### src/rtl/float_selector_pipe.sv
// float_selector_pipe: elastic IEEE-754 MIN/MAX selector pipeline with tag sideband.
// Define FPU_SEL_NAN_PROP_EN to also accept NaN-propagating MINIMUM/MAXIMUM.
package FPU_pkg;
  localparam logic [4:0] FPU_OP_ADD     = 5'd0;
  localparam logic [4:0] FPU_OP_MIN     = 5'd8;
  localparam logic [4:0] FPU_OP_MAX     = 5'd9;
  localparam logic [4:0] FPU_OP_MINIMUM = 5'd10;
  localparam logic [4:0] FPU_OP_MAXIMUM = 5'd11;
endpackage

module float_selector_pipe
  import FPU_pkg::*;
#(
  parameter int EXP_W  = 8,
  parameter int MAN_W  = 23,
  parameter int STAGES = 2,
  parameter int TAG_W  = 4,
  localparam int W     = 1 + EXP_W + MAN_W
) (
  input  logic             clk,
  input  logic             reset,
  input  logic             valid_in,
  output logic             ready_out,
  output logic             valid_out,
  input  logic             ready_in,
  input  logic [4:0]       op,
  input  logic [W-1:0]     a,
  input  logic [W-1:0]     b,
  input  logic [TAG_W-1:0] tag_in,
  output logic [W-1:0]     float_out,
  output logic [TAG_W-1:0] tag_out,
  output logic             IV
);
  localparam logic [W-1:0] QNAN = {1'b0, {EXP_W{1'b1}}, 1'b1, {(MAN_W-1){1'b0}}};
  logic [STAGES-1:0] r_v;
  logic [W-1:0]      r_res [STAGES];
  logic [TAG_W-1:0]  r_tag [STAGES];
  logic [STAGES-1:0] r_iv;
  logic [STAGES-1:0] w_go;
  logic              w_chain;
  logic              w_a_nan, w_b_nan, w_a_lt, w_max, w_op_ok, w_all_nan, w_acc;
  logic [W-1:0]      w_sel;
  assign w_a_nan = &a[W-2:MAN_W] & |a[MAN_W-1:0];
  assign w_b_nan = &b[W-2:MAN_W] & |b[MAN_W-1:0];
  // signed-magnitude order: differing signs decide alone, so -0 < +0
  assign w_a_lt = (a[W-1] != b[W-1]) ? a[W-1] :
                  a[W-1] ? (a[W-2:0] > b[W-2:0]) : (a[W-2:0] < b[W-2:0]);
`ifdef FPU_SEL_NAN_PROP_EN
  assign w_op_ok   = (op == FPU_OP_MIN) | (op == FPU_OP_MAX) | (op == FPU_OP_MINIMUM) | (op == FPU_OP_MAXIMUM);
  assign w_max     = (op == FPU_OP_MAX) | (op == FPU_OP_MAXIMUM);
  assign w_all_nan = (w_a_nan & w_b_nan) | ((w_a_nan | w_b_nan) & ((op == FPU_OP_MINIMUM) | (op == FPU_OP_MAXIMUM)));
`else
  assign w_op_ok   = (op == FPU_OP_MIN) | (op == FPU_OP_MAX);
  assign w_max     = op == FPU_OP_MAX;
  assign w_all_nan = w_a_nan & w_b_nan;
`endif
  assign w_sel = w_all_nan ? QNAN : w_a_nan ? b : w_b_nan ? a : (w_a_lt ^ w_max) ? a : b;
  // a stage may load when it is empty or everything downstream of it drains
  always_comb begin
    w_go = '0;
    w_chain = ~r_v[STAGES-1] | ready_in;
    w_go[STAGES-1] = w_chain;
    for (int s = STAGES - 2; s >= 0; s--) begin
      w_chain = ~r_v[s] | w_chain;
      w_go[s] = w_chain;
    end
  end
  assign ready_out = w_go[0];
  assign w_acc     = valid_in & w_go[0] & w_op_ok;
  always_ff @(posedge clk) begin
    if (reset) begin
      r_v <= '0;
    end else begin
      if (w_go[0]) begin
        r_v[0]   <= w_acc;
        r_res[0] <= w_sel;
        r_tag[0] <= tag_in;
        r_iv[0]  <= (w_a_nan & ~a[MAN_W-1]) | (w_b_nan & ~b[MAN_W-1]);
      end
      for (int s = 1; s < STAGES; s++)
        if (w_go[s]) begin
          r_v[s]   <= r_v[s-1];
          r_res[s] <= r_res[s-1];
          r_tag[s] <= r_tag[s-1];
          r_iv[s]  <= r_iv[s-1];
        end
    end
  end
  assign valid_out = r_v[STAGES-1];
  assign float_out = valid_out ? r_res[STAGES-1] : '0;
  assign tag_out   = valid_out ? r_tag[STAGES-1] : '0;
  assign IV        = valid_out & r_iv[STAGES-1];
endmodule

### config.mk
export PLATFORM = sky130hd
export DESIGN_NAME = float_selector_pipe
export DESIGN_NICKNAME = d
export VERILOG_FILES = /design/src/rtl/float_selector_pipe.sv
export SDC_FILE = /design/constraint.sdc
export NUM_CORES = 1
export LEC_CHECK = 0
export BUFFER_PORTS_ARGS = -buffer_cell sky130_fd_sc_hd__buf_2
export CAP_MARGIN = 20
export CORE_UTILIZATION = 50
export CTS_CLUSTER_SIZE = 25
export DETAILED_ROUTE_END_ITERATION = 12
export GPL_ROUTABILITY_DRIVEN = 0
export PLACE_DENSITY = 0.79
export REMOVE_ABC_BUFFERS = 1
export SLEW_MARGIN = 25
export SYNTH_ARGS = -nofsm -noshare
export SYNTH_HDL_FRONTEND = slang
export SYNTH_SLANG_ARGS = --single-unit
### constraint.sdc
create_clock -name clk -period 8.6 [get_ports clk]
set_input_delay 0.43 -clock clk [delete_from_list [all_inputs] [get_ports clk]]
set_output_delay 0.43 -clock clk [all_outputs]
set_load 0.02 [all_outputs]
# Word-level counts from Yosys, hierarchy flattened

Memory sizes are Yosys's and may differ from the RTL's.
Cells that the tools add are included.

Eq/ne operators: 3
Muxes and demuxes: 14
Magnitude comparators: 2
Bitwise logic cells: 18
Reduce and logical (&&, ||, !) cells: 6

Operators with widths:

| kind                                                             | count |
|---|---|
| 32-bit two-way mux                                               | 5 |
| 23-bit OR reduction                                              | 2 |
| 31-bit greater-than comparator                                   | 1 |
| 31-bit < comparator                                              | 1 |
| 8-bit AND reduction                                              | 2 |
| 5-bit by 4-bit == test with 1-bit output (second input constant) | 2 |
| 1-bit bitwise AND                                                | 8 |
| 1-bit two-way mux                                                | 8 |
| 1-bit NOT                                                        | 5 |
| 4-bit two-way mux                                                | 1 |
| 1-bit bitwise OR                                                 | 4 |
| 2-bit AND reduction                                              | 2 |
| 1-bit != test                                                    | 1 |
| 1-bit XOR                                                        | 1 |

Output and inout port bits: 39
RAM bits: 72
Register bits: 4
Logic and storage cells: 49
Memories kept: 2

Memory list:

| name  | words | bits a word | rd ports | clocked after Yosys merged registers in | write ports | line | source |
|---|---|---|---|---|---|---|---|
| r_res | 2     | 32          | 2        | 0                                       | 2           | 36   | `logic [W-1:0] r_res [STAGES];` |
| r_tag | 2     | 4           | 2        | 0                                       | 2           | 37   | `logic [TAG_W-1:0] r_tag [STAGES];` |

# Logic depth before layout (Yosys ltp)

Gate-level depths: netlist of the first run.

Depth after elaboration: 8
Depth in mapped cells: 11

# Worst setup path after synthesis of the first run

No wires, ideal clock.

Kind: input to register
Start: input port b[22]
End: memory r_res[0][14] (netlist bit), data pin
Arrival: 2622 ps
Path slack: 5717 ps
Path buffers: 1
Cell stages on the path: 11
Cell sequence: inv_1 -> ha_1 -> a21oi_1 -> o21ai_1 -> a221oi_2 -> o21ai_1 -> or3b_1 -> a22o_1 -> a21boi_4 -> buf_6 -> mux2_4

RTL lines:

| element     | line | source |
|---|---|---|
| from (decl) | 28   | `input logic [W-1:0] b,` |
| to (decl)   | 36   |  |

==> impl_metrics.tcl, run 1 <==
set metrics [dict create \
    yosysTopAreaCellShare_pct 56.4 \
    synth_cells 312 \
    antenna_found_initial 1 \
    reg2regPathDepth 3 \
    synth_enable_flop_cells 74 \
    fin_crit_sh_pct 37.2 \
    use_met3_pct 3.87 \
    die_x_um 90.8 \
    synth_area_leader_cell "edfxtp_1" \
    holdPathEnd "r_tag[0][3]" \
    hpwl_mm 6.53 \
    finalCriticalPeriod_ns 3.20 \
    critPathRequiredTime_ns 8.71 \
    rr_endpoint "r_res[0][7]" \
    clockBufferDepth 2 \
    r2r-start "r_v[1]" \
    drive_gt1_share_pct 34.3 \
    hold_depth 1 \
    ys_top_cells_by_area "edfxtp_1 56%, ha_1 9.8%, and2_1 5.9%" \
    cp_max_fo 22 \
    regToRegSetupSlack_ns 6.67 \
    area_growth_pct 25.4 \
    die_h_um 90.8 \
    port_buffers 115 \
    synth_top_flop_cell "edfxtp_1" \
    powerDensity_nw_per_um2 186 \
    rows 32 \
    max_slew_margin_pct 38.8 \
    p_leak_uw 0.00225 \
    synthArstFlopShare_pct 0 \
    htree_levels 3 \
    skew_ns 0.00618 \
    n_fill_cell 619 \
    wl_mm 8.79 \
    placed_cell_area_um2 4640 \
    finalHoldViolCount 0 \
    crit_arrival_ns 3.30 \
    synth.distinct_cells 38 \
    vdd_drop_max_v 0.0000797 \
    setup_tns_ns 0 \
    critPathLaunchType "primary input" \
    grt_usage_pct 21.8 \
    nNetsFinal 540 \
    avgRoutedWirePerCell_um 16.3 \
    cts_resized 0 \
    yosysMostFrequentCell "edfxtp_1" \
    postRouteAntennaNets 0 \
    end_kind "register" \
    route.detailed.drc 1 \
    postCtsHoldBufs 0 \
    crit_type "primary input to register" \
    finalSetupViolCount 0 \
    min_path_type "primary input to register" \
    via_per_inst 5.40 \
    first_iter_violations 157 \
    gr-total-overflow 0 \
    use_met2_pct 37.8 \
    fmax_mhz 313 \
    vias 2918 \
    min_from "tag_in[3]" \
    grt_pass1_vias 2842 \
    initial_core_util_pct 51.3 \
    busiest_layer "met2" \
    grt_max_degree 40 \
    die_area_um2 8240 \
    cts_tree "yes" \
    cts_buffers 9 \
    syn_area_per_cell_um2 12.6 \
    cts-root-buf "clkbuf_8" \
    cts.clk_slew.worst_paths_ns 0.08 \
    syn_area_um2 3940 \
    cts_setup_buffers 0 \
    core_area_um2 7690 \
    rsz0062_at_grt "false" \
    cts.sinks 76 \
    drv_cap 0 \
    drv_slew 0 \
    use_met1_pct 26.1 \
    num_io_pins 116 \
    fin_area_um2 4940 \
    tightest_slew_ns 0.905 \
    yosysWarnings 0 \
    grt_pass1_wl_mm 13.6 \
    synth_common_cells "74 x edfxtp_1, 37 x and2_1, 32 x inv_1" \
    ys_seq_elements 76 \
    dr.pass1.iters 8 \
    status "finished with violations" \
    failed_checks "DRC" \
    insertion_delay_ns 0.35 \
    seq_area_frac_synth_pct 57.4 \
]
## worst max path at each step
| stage | cells past startpoint | end | slack, ns | from |
|---|---|---|---|---|
| after detailed placement | 11 | r_res[0][23] | 4.82 | b[22] |
| after floorplan | 10 | r_res[0][23] | 5.39 | b[22] |
| after global routing | 12 | r_res[0][14] | 5.20 | b[16] |
| final | 12 | r_res[0][14] | 5.40 | b[22] |
| after global placement | 11 | r_res[0][24] | 4.94 | b[22] |
| after CTS | 11 | r_res[0][23] | 5.21 | b[22] |
## placed cells by master (no fill, tap or decap), types with 4 or more instances in the layout
cell type | netlist | final
inv_1 | 32 | 32
mux2_4 | 7 | 7
nor3_1 | 5 | 5
clkbuf_8 | 0 | 9
nand4_1 | 13 | 13
nor4_1 | 11 | 11
buf_2 | 2 | 115
nand2_1 | 13 | 13
nor2_1 | 8 | 7
o21ai_0 | 5 | 5
a22o_1 | 22 | 22
edfxtp_1 | 74 | 74
a21oi_1 | 15 | 14
nand3_1 | 4 | 4
and2_1 | 37 | 37
ha_1 | 31 | 31
## critical path: stages
cell	delay, ns
buf_2	0.12
inv_1	0.06
ha_1	0.30
a21oi_1	0.15
o21ai_1	0.11
a221oi_2	0.30
o21ai_1	0.12
or3b_1	0.39
a22o_1	0.29
a21boi_4	0.49
buf_16	0.23
mux2_4	0.31
## per-layer routing
layer | up-vias | wire (µm)
li1 | 1422 | -
met1 | 1371 | 3660
met5 | - | 0
met4 | 0 | 227
met2 | 109 | 4410
met3 | 16 | 492
## through the flow
stage,setup WS [ns],total power [µW],instances,util (%),hold slack [ns]
global placement,4.94,580,520,60.0,0.400
floorplan,5.39,536,303,-,0.400
global route,5.20,951,540,64.3,0.241
CTS,5.21,915,537,63.6,0.239
detailed placement,4.82,589,521,60.4,0.405
finish,5.40,919,540,64.3,0.253
## flip-flops by register name (all words and copies together) (netlist names)
register  cells
r_iv          2
r_tag         8
r_v           2
r_res        64
## layout make-up
type / count / area [µm²] / area share, %
Sequential cell: 76 / 2260 / 45.8
Multi-Input combinational cell: 195 / 1530 / 30.9
Timing Repair Buffer: 118 / 658 / 13.3
Tap cell: 102 / 128 / 2.58
Clock buffer: 9 / 124 / 2.51
Clock inverter: 7 / 121 / 2.45
Inverter: 32 / 120 / 2.43
Antenna cell: 1 / 2.50 / 0.0506
## cell families after synthesis
| kind of cell | Yosys count | synth area share, % |
|---|---|---|
| and+or+nand+nor | 97 | 14.1 |
| DFF | 76 | 57.4 |
| AOI/OAI and AO/OA | 57 | 10.9 |
| buffers and inverters | 41 | 4.35 |
| adders and majority gates | 31 | 9.84 |
| muxes | 10 | 3.49 |
## power breakdown
part	internal (µW)	switching, µW
clock	195	136
sequential	453	8.70
combinational	57.8	68.5
total	705	213
(Power assumes the default switching activity.)
==> run 2, diff against run 1 <==
Settings changed: ABC_AREA set to 1, PLACE_DENSITY 0.79 to 0.78.
Clock period 8.6 ns to 3.25 ns, I/O delays scaled along.
==> impl_metrics.tcl, run 2 <==
set metrics [dict create \
    vias 3512 \
    cts_tree "yes" \
    cts-root-buf "clkbuf_8" \
    gr-total-overflow 0 \
    syn_area_per_cell_um2 8.97 \
    first_iter_violations 231 \
    powerDensity_nw_per_um2 448 \
    cp_max_fo 32 \
    hpwl_mm 7.01 \
    via_per_inst 5.00 \
    finalCriticalPeriod_ns 2.43 \
    antenna_found_initial 0 \
    final_cell_mix "135 x nand2_1, 115 x buf_2, 95 x inv_1, 74 x edfxtp_1, 60 x nand3_1" \
    avgRoutedWirePerCell_um 13.3 \
    yosysTopAreaCellShare_pct 52.5 \
    final_common_cell "nand2_1" \
    end_kind "register" \
    grt_pass1_vias 3292 \
    crit_arrival_ns 2.54 \
    placed_cell_area_um2 4910 \
    top_regs "r_res x64, r_tag x8" \
    status "finished clean" \
    fin_crit_sh_pct 74.8 \
    synth_common_cells "135 x nand2_1, 95 x inv_1, 74 x edfxtp_1" \
    yosysMostFrequentCell "nand2_1" \
    crit_type "primary input to register" \
    n_fill_cell 685 \
    wl_mm 9.32 \
    vdd_drop_max_v 0.000204 \
    rows 33 \
    largest_reg_flops 64 \
    synth_enable_flop_cells 74 \
    port_buffers 115 \
    dr.pass1.iters 5 \
    die_x_um 94.0 \
    p_leak_uw 0.00284 \
    finalSetupViolCount 0 \
    tightest_slew_ns 0.995 \
    grt_pass1_wl_mm 14.7 \
    max_slew_margin_pct 33.5 \
    die_area_um2 8840 \
    top_register "r_res" \
    antenna_cells 0 \
    yosysWarnings 0 \
    syn_area_um2 4230 \
    area_growth_pct 22.1 \
    fmax_mhz 411 \
    insertion_delay_ns 0.35 \
    grt_usage_pct 22.1 \
    total_power_uw 2310 \
    finalHoldViolCount 0 \
    skew_ns 0.00908 \
    drv_slew 0 \
    cts_buffers 9 \
    cts.clk_slew.worst_paths_ns 0.08 \
    initial_core_util_pct 51.5 \
    critPathLaunchType "primary input" \
    cts.sinks 76 \
    core_area_um2 8220 \
    rsz0062_at_grt "false" \
    drv_cap 0 \
    setup_tns_ns 0 \
    seq_area_frac_synth_pct 53.5 \
    postRouteAntennaNets 0 \
    ys_top_cells_by_area "edfxtp_1 53%, nand2_1 12%, ha_1 9.2%" \
    synth.distinct_cells 25 \
    clockBufferDepth 2 \
    nNetsFinal 701 \
    synth_top_flop_cell "edfxtp_1" \
    critPathRequiredTime_ns 3.36 \
    synthArstFlopShare_pct 0 \
    fin_area_um2 5160 \
    synth_cells 472 \
    synth_area_leader_cell "edfxtp_1" \
    ys_seq_elements 76 \
    route.detailed.drc 0 \
    num_io_pins 116 \
    fin_util_pct 62.9 \
    hold_ws_ns 0.0473 \
    htree_levels 3 \
    min_path_type "primary input to register" \
    grt_max_degree 39 \
    die_h_um 94.0 \
    drive_gt1_share_pct 24.2 \
]
==> run 2: cell count changes in the layout (fill, tap and decap cells not counted), moves of 6 or more <==
cell,previous run,this run
nor2_1,7,15
inv_1,32,95
and2_1,37,0
nand2_1,13,135
buf_4,0,6
nand3_1,4,60
mux2_4,7,0
a22o_1,22,0
==> run 2: kinds of logic after synthesis <==
family,synth area share [%]
AND/OR/NAND/NOR,24.2
buffers and inverters,10.6
adder cells (fa/ha/maj),9.17
flip-flops,53.5
AO/OA/AOI/OAI,2.60
==> run 2: through the flow <==
step / setup WS [ns] / std cells
global placement: 0.644 / 683
floorplan: 0.398 / 457
global route: 0.586 / 703
finish: 0.818 / 703
detailed placement: 0.546 / 683
CTS: 0.876 / 703
==> run 2: cell type report <==
cell class / count / area (µm²) / share of cell area, %
Sequential cell: 76 / 2260 / 43.8
Multi-Input combinational cell: 284 / 1530 / 29.6
Timing Repair Buffer: 125 / 661 / 12.8
Inverter: 97 / 364 / 7.05
Tap cell: 105 / 131 / 2.54
Clock buffer: 10 / 128 / 2.47
Clock inverter: 6 / 88.8 / 1.72
==> run 2: power by group <==
| group | internal [µW] | switching (µW) |
|---|---|---|
| clock | 433 | 356 |
| combinational | 121 | 202 |
| sequential | 1180 | 19.5 |
==> run 2: worst paths after layout <==
check,from,to,slack (ns),cells after the start
worst max-delay path,b[30],r_res[0][29],0.82,18
worst min-delay path,reset,r_v[1],0.05,2
worst max register to register,r_v[1],r_res[0][38],1.66,3
worst min register to register,r_res[0][3],r_res[0][35],0.42,0
==> run 2: repair_timing <==
action                                 4_1_cts  5_1_grt
hold buffers                                 4        0
setup buffers                                0        0
endpoints found under the hold margin        4        0
gates resized for setup                      0        0
==> run 2: critical path, stage by stage <==
cell	delay [ns]
buf_2	0.09
inv_1	0.05
ha_1	0.29
nand2_1	0.09
nor2_1	0.16
nand4_1	0.13
nor2_1	0.18
nand2_1	0.07
nand2_1	0.07
nand2_1	0.06
nand2_1	0.08
nand2_1	0.05
nand2_1	0.06
nand3_2	0.31
nand2_4	0.43
nand2_1	0.12
nand2_1	0.09
inv_1	0.04
==> run 2: routing by layer <==
layer  GRT usage [%]  vias to the layer above  share of wire, %
met2            38.7                      148                49
met4            10.8                        0               2.9
li1                -                     1781                 -
met1            26.3                     1562                41
met3            3.80                       21               6.8
met5               0                        -                 0
